==> src/rtl/fft_pkg.sv <==
// -----------------------------------------------------------------------------
// fft_pkg
// Shared constants for the FFT datapath.
//   TW_FRAC / TW_ONE : twiddle Q-format (1.0 == TW_ONE == 2**TW_FRAC)
//   DATA_W           : default butterfly data component width
//   TW_W             : default twiddle component width
//   RES_W            : default multiplier output component width
//   TAG_W_DEF        : default sideband tag width
// -----------------------------------------------------------------------------
package fft_pkg;
    localparam int TW_FRAC   = 7;
    localparam int TW_ONE    = 1 << TW_FRAC;
    localparam int DATA_W    = 8;
    localparam int TW_W      = 9;
    localparam int RES_W     = 9;
    localparam int TAG_W_DEF = 4;
endpackage

==> src/rtl/fft_scale.sv <==
// -----------------------------------------------------------------------------
// fft_scale
// Scales one signed product sum down by FRAC fraction bits to OUT_W bits.
// Build option (macro ROUND_SAT_EN):
//   defined   : round half-up, saturate to the OUT_W signed range, ovf flags a clip
//   undefined : truncate (floor), wrap to the low OUT_W bits, ovf tied 0
// Ports:
//   x   in  IN_W   signed full-precision value
//   y   out OUT_W  signed scaled value
//   ovf out 1      value was clipped (always 0 without ROUND_SAT_EN)
// -----------------------------------------------------------------------------
module fft_scale #(
    parameter int IN_W  = 18,
    parameter int FRAC  = 7,
    parameter int OUT_W = 9
) (
    input  logic signed [IN_W-1:0]  x,
    output logic signed [OUT_W-1:0] y,
    output logic                    ovf
);

`ifdef ROUND_SAT_EN
    // One guard bit keeps the rounding add from overflowing.
    localparam logic signed [IN_W:0] HALF  = (IN_W+1)'(1 << (FRAC-1));
    localparam logic signed [IN_W:0] MAX_V = (IN_W+1)'((1 << (OUT_W-1)) - 1);
    localparam logic signed [IN_W:0] MIN_V = -MAX_V - (IN_W+1)'(1);

    logic signed [IN_W:0] rounded;
    logic signed [IN_W:0] shifted;

    assign rounded = (IN_W+1)'(x) + HALF;
    assign shifted = rounded >>> FRAC;

    always_comb begin
        // NOTE: defaults come first so every path assigns y and ovf; no latch is inferred.
        y   = OUT_W'(shifted);
        ovf = 1'b0;
        if (shifted > MAX_V) begin
            y   = OUT_W'(MAX_V);
            ovf = 1'b1;
        end else if (shifted < MIN_V) begin
            y   = OUT_W'(MIN_V);
            ovf = 1'b1;
        end
    end
`else
    // Arithmetic shift floors toward -inf; the cast keeps the low OUT_W bits (wrap).
    assign y   = OUT_W'(x >>> FRAC);
    assign ovf = 1'b0;
`endif

endmodule

==> src/rtl/cmplx_twiddle_mult.sv <==
// -----------------------------------------------------------------------------
// cmplx_twiddle_mult
// Pipelined signed complex multiplier y = a * w (FFT data times twiddle) with a
// valid/ready handshake, global-enable back-pressure and an aligned sideband tag.
// Stages: S1 input regs -> S2 four partial products -> S3 scaled result regs.
// out_valid rises on the third rising edge, counting the edge that accepts the beat.
// Build option: ROUND_SAT_EN selects round/saturate scaling (see fft_scale).
// Ports:
//   clk, rst (async, active-high)
//   in_valid/in_ready   input handshake; in_ready = !(out_valid && !out_ready)
//   a_re, a_im          data, signed A_W
//   w_re, w_im          twiddle, signed B_W (1.0 == 2**FRAC_BITS)
//   in_tag              sideband, carried with the beat
//   out_valid/out_ready output handshake
//   y_re, y_im          result, signed OUT_W
//   out_tag             tag of the result beat
//   ovf                 result beat was saturated (0 without ROUND_SAT_EN)
// -----------------------------------------------------------------------------
module cmplx_twiddle_mult
    import fft_pkg::*;
#(
    parameter int A_W       = DATA_W,
    parameter int B_W       = TW_W,
    parameter int FRAC_BITS = TW_FRAC,
    parameter int OUT_W     = RES_W,
    parameter int TAG_W     = TAG_W_DEF
) (
    input  logic                    clk,
    input  logic                    rst,
    input  logic                    in_valid,
    output logic                    in_ready,
    input  logic signed [A_W-1:0]   a_re,
    input  logic signed [A_W-1:0]   a_im,
    input  logic signed [B_W-1:0]   w_re,
    input  logic signed [B_W-1:0]   w_im,
    input  logic [TAG_W-1:0]        in_tag,
    output logic                    out_valid,
    input  logic                    out_ready,
    output logic signed [OUT_W-1:0] y_re,
    output logic signed [OUT_W-1:0] y_im,
    output logic [TAG_W-1:0]        out_tag,
    output logic                    ovf
);

    localparam int P_W = A_W + B_W;   // full product width
    localparam int S_W = P_W + 1;     // sum/difference width

    // Whole pipeline advances together; bubbles are held, not squeezed out.
    logic en;
    assign en       = !(out_valid && !out_ready);
    assign in_ready = en;

    // ---------------- S1: input registers ----------------
    logic                  s1_valid;
    logic signed [A_W-1:0] s1_ar, s1_ai;
    logic signed [B_W-1:0] s1_wr, s1_wi;
    logic [TAG_W-1:0]      s1_tag;

    // NOTE: non-blocking assignments in clocked blocks so each stage samples pre-edge values.
    // NOTE: data registers are reset along with the valids so nothing stale or X survives a reset.
    always_ff @(posedge clk or posedge rst) begin
        if (rst) begin
            s1_valid <= 1'b0;
            s1_ar    <= '0;
            s1_ai    <= '0;
            s1_wr    <= '0;
            s1_wi    <= '0;
            s1_tag   <= '0;
        end else if (en) begin
            // in_ready == en, so a present beat is accepted exactly here.
            s1_valid <= in_valid;
            s1_ar    <= a_re;
            s1_ai    <= a_im;
            s1_wr    <= w_re;
            s1_wi    <= w_im;
            s1_tag   <= in_tag;
        end
    end

    // ---------------- S2: partial products ----------------
    logic                  s2_valid;
    logic signed [P_W-1:0] s2_rr, s2_ii, s2_ri, s2_ir;
    logic [TAG_W-1:0]      s2_tag;

    // Operands are sign-extended to the full product width before multiplying.
    function automatic logic signed [P_W-1:0] smul(input logic signed [A_W-1:0] d,
                                                   input logic signed [B_W-1:0] t);
        return P_W'(d) * P_W'(t);
    endfunction

    always_ff @(posedge clk or posedge rst) begin
        if (rst) begin
            s2_valid <= 1'b0;
            s2_rr    <= '0;
            s2_ii    <= '0;
            s2_ri    <= '0;
            s2_ir    <= '0;
            s2_tag   <= '0;
        end else if (en) begin
            s2_valid <= s1_valid;
            s2_rr    <= smul(s1_ar, s1_wr);
            s2_ii    <= smul(s1_ai, s1_wi);
            s2_ri    <= smul(s1_ar, s1_wi);
            s2_ir    <= smul(s1_ai, s1_wr);
            s2_tag   <= s1_tag;
        end
    end

    // ---------------- S3: combine, scale, register ----------------
    logic signed [S_W-1:0]   re_full, im_full;
    logic signed [OUT_W-1:0] re_scaled, im_scaled;
    logic                    re_ovf, im_ovf;

    assign re_full = S_W'(s2_rr) - S_W'(s2_ii);
    assign im_full = S_W'(s2_ri) + S_W'(s2_ir);

    fft_scale #(.IN_W(S_W), .FRAC(FRAC_BITS), .OUT_W(OUT_W)) u_scale_re (
        .x   (re_full),
        .y   (re_scaled),
        .ovf (re_ovf)
    );

    fft_scale #(.IN_W(S_W), .FRAC(FRAC_BITS), .OUT_W(OUT_W)) u_scale_im (
        .x   (im_full),
        .y   (im_scaled),
        .ovf (im_ovf)
    );

    always_ff @(posedge clk or posedge rst) begin
        if (rst) begin
            out_valid <= 1'b0;
            y_re      <= '0;
            y_im      <= '0;
            out_tag   <= '0;
            ovf       <= 1'b0;
        end else if (en) begin
            out_valid <= s2_valid;
            y_re      <= re_scaled;
            y_im      <= im_scaled;
            out_tag   <= s2_tag;
            ovf       <= re_ovf | im_ovf;
        end
    end

endmodule

==> config.mk <==
export PLATFORM = sky130hd
export DESIGN_NAME = cmplx_twiddle_mult
export DESIGN_NICKNAME = d
export VERILOG_FILES = /design/src/rtl/fft_pkg.sv /design/src/rtl/fft_scale.sv /design/src/rtl/cmplx_twiddle_mult.sv
export SDC_FILE = /design/constraint.sdc
export NUM_CORES = 1
export LEC_CHECK = 0
export BUFFER_PORTS_ARGS = -buffer_cell sky130_fd_sc_hd__buf_2
export CORE_MARGIN = 10
export CORE_UTILIZATION = 40
export CTS_CLUSTER_SIZE = 8
export DETAILED_ROUTE_END_ITERATION = 8
export PLACE_DENSITY_LB_ADDON = 0.05
export SYNTH_ARGS = -nofsm -noshare
export SYNTH_HDL_FRONTEND = slang
export SYNTH_SLANG_ARGS = --single-unit
export TNS_END_PERCENT = 1
==> constraint.sdc <==
create_clock -name clk -period 11.8 [get_ports clk]
set_input_delay 0.59 -clock clk [delete_from_list [all_inputs] [get_ports clk]]
set_output_delay 0.59 -clock clk [all_outputs]
set_load 0.01 [all_outputs]
==> flow_summary.ini, run 1 <==
[floorplanning]
io_pins = 67
die_width_um = 221
fp.coreArea_mm2 = 0.0398
row_count = 73
dieHeight_um = 221
dieArea_mm2 = 0.0487
start_util_pct = 40.5

[grt]
overflow = 0
grt_max_degree = 79
track_usage_pct = 18.5
grt_pass1_wl_um = 69600
first_global_vias = 12300
antenna_found_initial = 0

[routing]
via_per_inst = 4.84
antenna_left = 0
routed_wl_um = 41300
drt_iter0_drc = 650
drc_errors = 0
vias = 11500
avgRoutedWirePerCell_um = 17.4
first_pass_iters = 5

[clocking]
cts_inserted_buffers = 17
tritoncts = done
ctsHoldBuffers = 0
clock_latency_ns = 0.46
clockRootBuffer = clkbuf_16
cts_resized = 0
cts_setup_buffers = 0
clk_pin_slew_ns = 0.06
clockBufferDepth = 2
htreeDepth = 4
cts.sinks = 131

[synthesis]
ys_warn_count = 0
synth_edf_count = 0
netlist.top_cell.by_area = fa_1
syn_nets = 2240
synthDistinctLibCells = 57
yosys-top-cells-area = fa_1, dfrtp_1, ha_1
async_flop_share_pct = 100
synth_ff_type = dfrtp_1
synth_top_area_share_pct = 28.8
syn-instance-count = 1822
synth-seq-area-share_pct = 20.3
ys_seq_elements = 131
avgSynthCellArea_um2 = 8.85
synthesis.area_mm2 = 0.0161

[timing]
finClkSkew_ns = 0.0115
slew_viol_final = 0
slew_headroom_pct = 39.7
tightest_slew_ns = 0.904
fin_crit_sh_pct = 43.3
min_period_ns = 5.11
fmax_mhz = 196
rsz0062_at_grt = false
setup_viol = 0
fin_tns_setup_ns = 0
finalHoldViolations = 0

[final_layout]
drive_gt1_share_pct = 6.59
regArea_mm2 = 0.00328
n_fill_cell = 4070
final_nets = 2255
multi_input_area_mm2 = 0.0112
diodes = 0
final_common_cell = inv_1
area_growth_pct = 8.27
final_cell_mix = inv_1, nand2_1, fa_1, and2_1, ha_1

[placed_design]
port-buffer-count = 65
hpwl_um = 31200
gp_congestion = 0.826

[setup_path]
path_class = reg -> reg
critPathCaptureType = flip-flop
cp_slowest_stage_delay_ns = 0.85
critPathTopFamily = adder cells
critPathMaxFanout = 19
worst-path-buf-inv = 3
crit_chain = nand2_1 > fa_1 > fa_1 > inv_1 > fa_1 > inv_1 > fa_1 > inv_1 > ha_1 > nand2_1 > o21ai_0 > o221a_2 > nor4_1 > o41ai_1 > xnor2_1 > a21oi_1
cp_common_cell = fa_1
required_ns = 12.11
cp-start-kind = flip-flop
critPathSlowestCell = dfrtp_1
arrival_ns = 5.42

[hold_path]
hp-class = in -> async

[job]
cap_viol_max_count = 0

[outcome]
status = completed
stage by stage:
stage               setup slack (ns)  cells  cell area (µm²)  util [%]  hold WS [ns]
floorplan                       7.15   1822            16100         -         0.430
global placement                6.83   2343            16900      42.3         0.446
detailed placement              6.69   2343            16900      42.3         0.456
CTS                             6.71   2375            17500      43.8         0.264
global route                    6.39   2375            17500      43.8         0.297
finish                          6.69   2375            17500      43.8         0.253
final cells by class:
cell class              instances  share of cell area [%]
multi-input cells            1272                    64.4
flip-flops and latches        131                    18.8
inverters                     342                    7.40
well taps                     525                    3.76
clock buffers                  21                    2.69
repair buffers                 73                    2.21
clock inverters                11                   0.724
cell families (layout without fill, tap and decap cells):
logic type                 after synthesis  count (layout)  share of synthesized area, %
and+or+nand+nor                        644             644                          18.9
buffers and inverters                  419             447                          9.95
adders and majority gates              376             376                          40.0
AOI/OAI and AO/OA                      190             190                          7.48
DFF                                    131             131                          20.3
xor gates and xnor gates                61              61                          3.31
other                                    1               1                        0.0233
synthesized netlist by cell type, types with 4 or more instances:
library cell / n
buf_1: 6
nor2_1: 69
inv_1: 341
ha_1: 144
nand2_1: 326
nor3_1: 13
o21a_1: 18
xnor2_1: 43
fa_1: 232
nand3b_1: 7
or3_1: 6
a21o_1: 13
nand2b_1: 15
a211oi_1: 8
xor2_1: 18
o21ai_0: 50
nor3b_1: 7
a21oi_1: 49
o211ai_1: 5
and2_1: 161
nor2b_1: 8
dfrtp_1: 131
or2_2: 4
a31oi_1: 7
nand3_1: 12
clkbuf_1: 67
o31ai_1: 15
nor4b_1: 4
flip-flops by register name, indices dropped and copies added, names as in the netlist, 8 cells and up:
name and cells:
s2_ir 16, s1_wr 9, s1_wi 9, s1_ar 8, y_re 9, s2_ii 16
s1_ai 8, s2_rr 16, y_im 9, s2_ri 16
final timing paths:
check | startpoint | to | slack [ns] | depth (start not counted)
worst max-delay path | s1_ar[2] | s2_rr[15] | 6.69 | 16
worst min-delay path | rst | out_tag[3] | 0.25 | 2
worst max register to register | s1_ar[2] | s2_rr[15] | 6.69 | 16
worst min register to register | s2_rr[0] | s2_rr[0] | 0.46 | 2
max in group asynchronous | rst | s2_ir[13] | 10.16 | 3
min in group clk | w_re[7] | s1_wr[7] | 0.32 | 3
layer usage:
layer / wire [µm] / GRT usage (%)
met5: 0 / 0
met4: 777 / 5.21
met3: 1630 / 2.96
met2: 17900 / 27.6
met1: 21000 / 27.1
Power of run 1 is left out: the tool's default activity adds up to more than one toggle a clock period on the data nets, which glitch-free logic cannot reach.
==> inputs of run 2 (changes only) <==
==> constraint.sdc (replaced) <==
create_clock -name clk -period 4.73 [get_ports clk]
set_input_delay 0.2365 -clock clk [delete_from_list [all_inputs] [get_ports clk]]
set_output_delay 0.2365 -clock clk [all_outputs]
set_load 0.01 [all_outputs]
==> run 2 against run 1 <==
Against the previous run: setup slack lost 6.5 ns; first-iteration DRC count shrank 22%; non-clock buffer count grew 142; via count grew 3.5%; flip-flop and latch count is the same; worst hold slack lost 0.21 ns; maximum frequency grew 14%; clock skew shrank 0.0038 ns; die area is the same.
==> flow_summary.ini, run 2 (same netlist as run 1, synthesis figures left out) <==
[floorplanning]
fp.coreArea_mm2 = 0.0398
die_width_um = 221
start_util_pct = 40.5
io_pins = 67
row_count = 73
dieArea_mm2 = 0.0487
dieHeight_um = 221

[grt]
grt_max_degree = 143
grt_pass1_wl_um = 69700
gr-usage-met2_pct = 29.7
met1_usage_pct = 25.3
first_global_vias = 12700
track_usage_pct = 18.4
overflow = 0
busiest_layer = met2
use_met3_pct = 3.02
antenna_found_initial = 0

[routing]
antenna_left = 0
via_per_inst = 4.72
avgRoutedWirePerCell_um = 16.6
routed_wl_um = 41700
drt_iter0_drc = 506
drc_errors = 0
vias = 11900
first_pass_iters = 5

[clocking]
clockRootBuffer = clkbuf_16
htreeDepth = 4
clockBufferDepth = 2
cts_inserted_buffers = 17
clock_latency_ns = 0.46
clk_pin_slew_ns = 0.06
cts.sinks = 131
tritoncts = done

[setup_path]
startpoint = s1_ar[0]
path_class = reg -> reg
regToRegSetupSlack_ns = 0.24
arrival_ns = 4.82
critPathMaxFanout = 9
critPathCaptureType = flip-flop
cp-start-kind = flip-flop
required_ns = 5.06
timing.rr.start = s1_ar[0]

[final_layout]
regArea_mm2 = 0.00330
n_fill_cell = 4020
multi_input_area_mm2 = 0.0113
drive_gt1_share_pct = 12.5
final_common_cell = inv_1
final_nets = 2397
stdcell_area_mm2 = 0.0188
diodes = 0
area_growth_pct = 16.6
final_cell_mix = inv_1, nand2_1, fa_1, and2_1, ha_1

[timing]
finalHoldViolations = 0
setup_viol = 0
slew_viol_final = 0
rsz0062_at_grt = true
fin_crit_sh_pct = 94.9
tightest_slew_ns = 0.927
fmax_mhz = 223
min_period_ns = 4.49
finClkSkew_ns = 0.00772
slew_headroom_pct = 38.2

[job]
cap_viol_max_count = 0

[outcome]
status = completed

[placed_design]
gp_congestion = 0.844
placed_cell_area_mm2 = 0.0177
port-buffer-count = 65
hpwl_um = 33100

[hold_path]
hp-class = in -> reg
hp-start = a_re[7]
-- run 2: changes by cell type in the layout (fill, tap and decap cells not counted), moves of 3 or more --
cell and delta:
o21ai_0 -4, dfrtp_1 -18, buf_12 +9, buf_4 +91
dfrtp_2 +18, clkinv_4 +3, clkbuf_8 -3, o21ai_1 +4
dlygate4sd3_1 +39
-- run 2: worst paths after layout --
path | depth (start not counted) | to
max | 17 | s2_rr[14]
min | 3 | s1_ar[7]
max reg2reg | 17 | s2_rr[14]
min reg2reg | 2 | s2_rr[0]
max in group asynchronous | 4 | s1_ai[2]
min in group asynchronous | 3 | s2_ir[3]
-- run 2: layout make-up --
cell class | count | area share [%]
Timing Repair Buffer | 215 | 8.88
Inverter | 342 | 6.87
Tap cell | 525 | 3.49
Clock inverter | 13 | 0.865
Clock buffer | 18 | 2.28
Sequential cell | 131 | 17.6
Multi-Input combinational cell | 1272 | 60.1
-- run 2: routing by layer --
| layer | wire (µm) | up-vias | part of all wire (%) |
|---|---|---|---|
| met3 | 1510 | 24 | 3.6 |
| met5 | 0 | - | 0 |
| met4 | 585 | 0 | 1.4 |
| li1 | - | 5872 | - |
| met1 | 20400 | 5855 | 49 |
| met2 | 19200 | 137 | 46 |
-- run 2: worst max-delay path, cell delays in order (launching register included) --
cell and delay [ns]:
dfrtp_2 0.48, buf_4 0.20, and2_1 0.17, ha_1 0.31, fa_1 0.46, ha_1 0.28
inv_1 0.04, fa_1 0.47, inv_1 0.04, ha_1 0.22, fa_1 0.47, a21o_1 0.20
a21o_1 0.22, a211oi_2 0.22, o21bai_1 0.13, a31o_2 0.28, nand4b_1 0.09, o211ai_1 0.08
-- run 2: what timing repair did --
action                     4_1_cts  5_1_grt
setup endpoints to repair        1       19
hold buffers                    39        0
pin swaps                        0        4
setup buffers                    0        2
hold endpoints to repair        54        0
resized for setup                1       31
-- run 2: stage by stage --
step	utilization, %	setup TNS [ns]	worst slack [ns]	hold slack, ns	cells
global route	47.2	-0.00280	-0.00280	0.0421	2516
global placement	44.5	0	0.0468	0.172	2444
detailed placement	44.5	-0.0152	-0.0152	0.173	2444
floorplan	-	0	0.0759	0.349	1822
CTS	47.0	0	0.00923	0.0291	2514
finish	47.2	0	0.239	0.0400	2516
Power of run 2 is left out for the same reason.
==> inputs of run 3 (changes only) <==
--- a/config.mk
+++ b/config.mk
@@ -11,6 +11,7 @@
 export CTS_CLUSTER_SIZE = 8
 export DETAILED_ROUTE_END_ITERATION = 8
 export PLACE_DENSITY_LB_ADDON = 0.05
+export SETUP_SLACK_MARGIN = 0.4
 export SYNTH_ARGS = -nofsm -noshare
 export SYNTH_HDL_FRONTEND = slang
 export SYNTH_SLANG_ARGS = --single-unit
==> run 3 against run 2 <==
Against the previous run: register-to-register slack better by 0.097 ns; final cell count up 1.3%; global-route usage about the same; largest cell class unchanged.
==> flow_summary.ini, run 3 (same netlist as run 1, synthesis figures left out) <==
[routing]
antenna_left = 0
avgRoutedWirePerCell_um = 16.6
routed_wl_um = 42200
drt_iter0_drc = 549
via_per_inst = 4.74
drc_errors = 0
vias = 12100
first_pass_iters = 5

[setup_path]
cp_slowest_stage_delay_ns = 0.58
crit_chain = buf_12 > and2_4 > fa_1 > fa_1 > fa_1 > inv_1 > fa_1 > inv_1 > ha_1 > or3_4 > o221a_4 > nor4_4 > o41ai_2 > xnor2_1 > a21oi_1
critPathMaxFanout = 5
critPathSlowestCell = fa_1
arrival_ns = 4.70
cp-start-kind = flip-flop
required_ns = 5.04
path_class = reg -> reg
cp_common_cell = fa_1
critPathCaptureType = flip-flop

[job]
cap_viol_max_count = 0

[timing]
slew_headroom_pct = 38.6
rsz0062_at_grt = true
fin_crit_sh_pct = 92.9
finClkSkew_ns = 0.00912
tightest_slew_ns = 0.921
fin_hold_ws_ns = 0.0754
slew_viol_final = 0
finalHoldViolations = 0
min_period_ns = 4.39
setup_viol = 0
fin_tns_setup_ns = 0
fmax_mhz = 228

[grt]
overflow = 0
use_met3_pct = 2.70
grt_pass1_wl_um = 69300
gr-usage-met2_pct = 29.4
met1_usage_pct = 25.4
busiest_layer = met2
antenna_found_initial = 0
track_usage_pct = 18.4
first_global_vias = 12700
grt_max_degree = 89

[clocking]
tritoncts = done
cts.sinks = 131
htreeDepth = 4
clockBufferDepth = 2
cts_inserted_buffers = 17
clk_pin_slew_ns = 0.06
clockRootBuffer = clkbuf_16
clock_latency_ns = 0.46

[placed_design]
gp_congestion = 0.844
hpwl_um = 32800
port-buffer-count = 65

[floorplanning]
die_width_um = 221
fp.coreArea_mm2 = 0.0398
start_util_pct = 40.5
io_pins = 67
dieArea_mm2 = 0.0487
row_count = 73
dieHeight_um = 221

[outcome]
status = completed

[final_layout]
multi_input_area_mm2 = 0.0115
final_cell_mix = inv_1, nand2_1, fa_1, and2_1, ha_1
diodes = 0
drive_gt1_share_pct = 15.6
regArea_mm2 = 0.00331
final_common_cell = inv_1
final_nets = 2429
n_fill_cell = 3953
area_growth_pct = 20.5

[hold_path]
hp-class = in -> reg
run 3: through the flow:
step	setup WS [ns]	util, %	instance area (µm²)	std cells
finish	0.336	48.8	19400	2549
global route	0.118	48.8	19400	2549
CTS	0.335	47.5	18900	2505
detailed placement	0.0385	43.9	17500	2423
global placement	0.147	43.9	17500	2423
floorplan	0.368	-	16100	1822
run 3: cell type report:
class	count	share of cell area (%)
clock buffers	21	2.47
repair buffers	247	10.4
clock inverters	11	1.01
well taps	525	3.38
inverters	342	6.68
multi-input cells	1272	59.0
flip-flops and latches	131	17.0
run 3: path summary, 6_finish.rpt:
check	start	endpoint	slack, ns	cells past startpoint
min in group asynchronous	rst	s2_tag[3]	0.50	3
max	s1_ar[5]	s2_rr[15]	0.34	15
min	w_im[6]	s1_wi[6]	0.08	3
min reg2reg	s2_valid	s2_valid	0.46	2
max reg2reg	s1_ar[5]	s2_rr[15]	0.34	15
max in group asynchronous	rst	s1_wr[2]	3.00	4
run 3: timing repair:
action / 4_1_cts / 5_1_grt
hold buffers: 38 / 0
cloned: 1 / 1
setup buffers: 11 / 43
pin swaps: 14 / 24
setup endpoints to repair: 28 / 26
hold endpoints to repair: 42 / 0
gates resized for setup: 65 / 29
run 3: worst max-delay path, delay by kind of cell, from the launching register on:
| family | cells | cell delay [ns] |
|---|---|---|
| AOI/OAI and AO/OA | 3 | 0.45 |
| xor gates and xnor gates | 1 | 0.19 |
| adders and majority gates | 5 | 2.16 |
| buffers and inverters | 3 | 0.23 |
| DFF | 1 | 0.44 |
| and+or+nand+nor | 3 | 0.76 |
run 3: per-layer routing:
| layer | vias to the layer above | wire, µm |
|---|---|---|
| met4 | 0 | 961 |
| li1 | 5951 | - |
| met2 | 167 | 19100 |
| met3 | 30 | 1270 |
| met5 | - | 0 |
| met1 | 5923 | 20800 |
Power of run 3 is left out for the same reason.
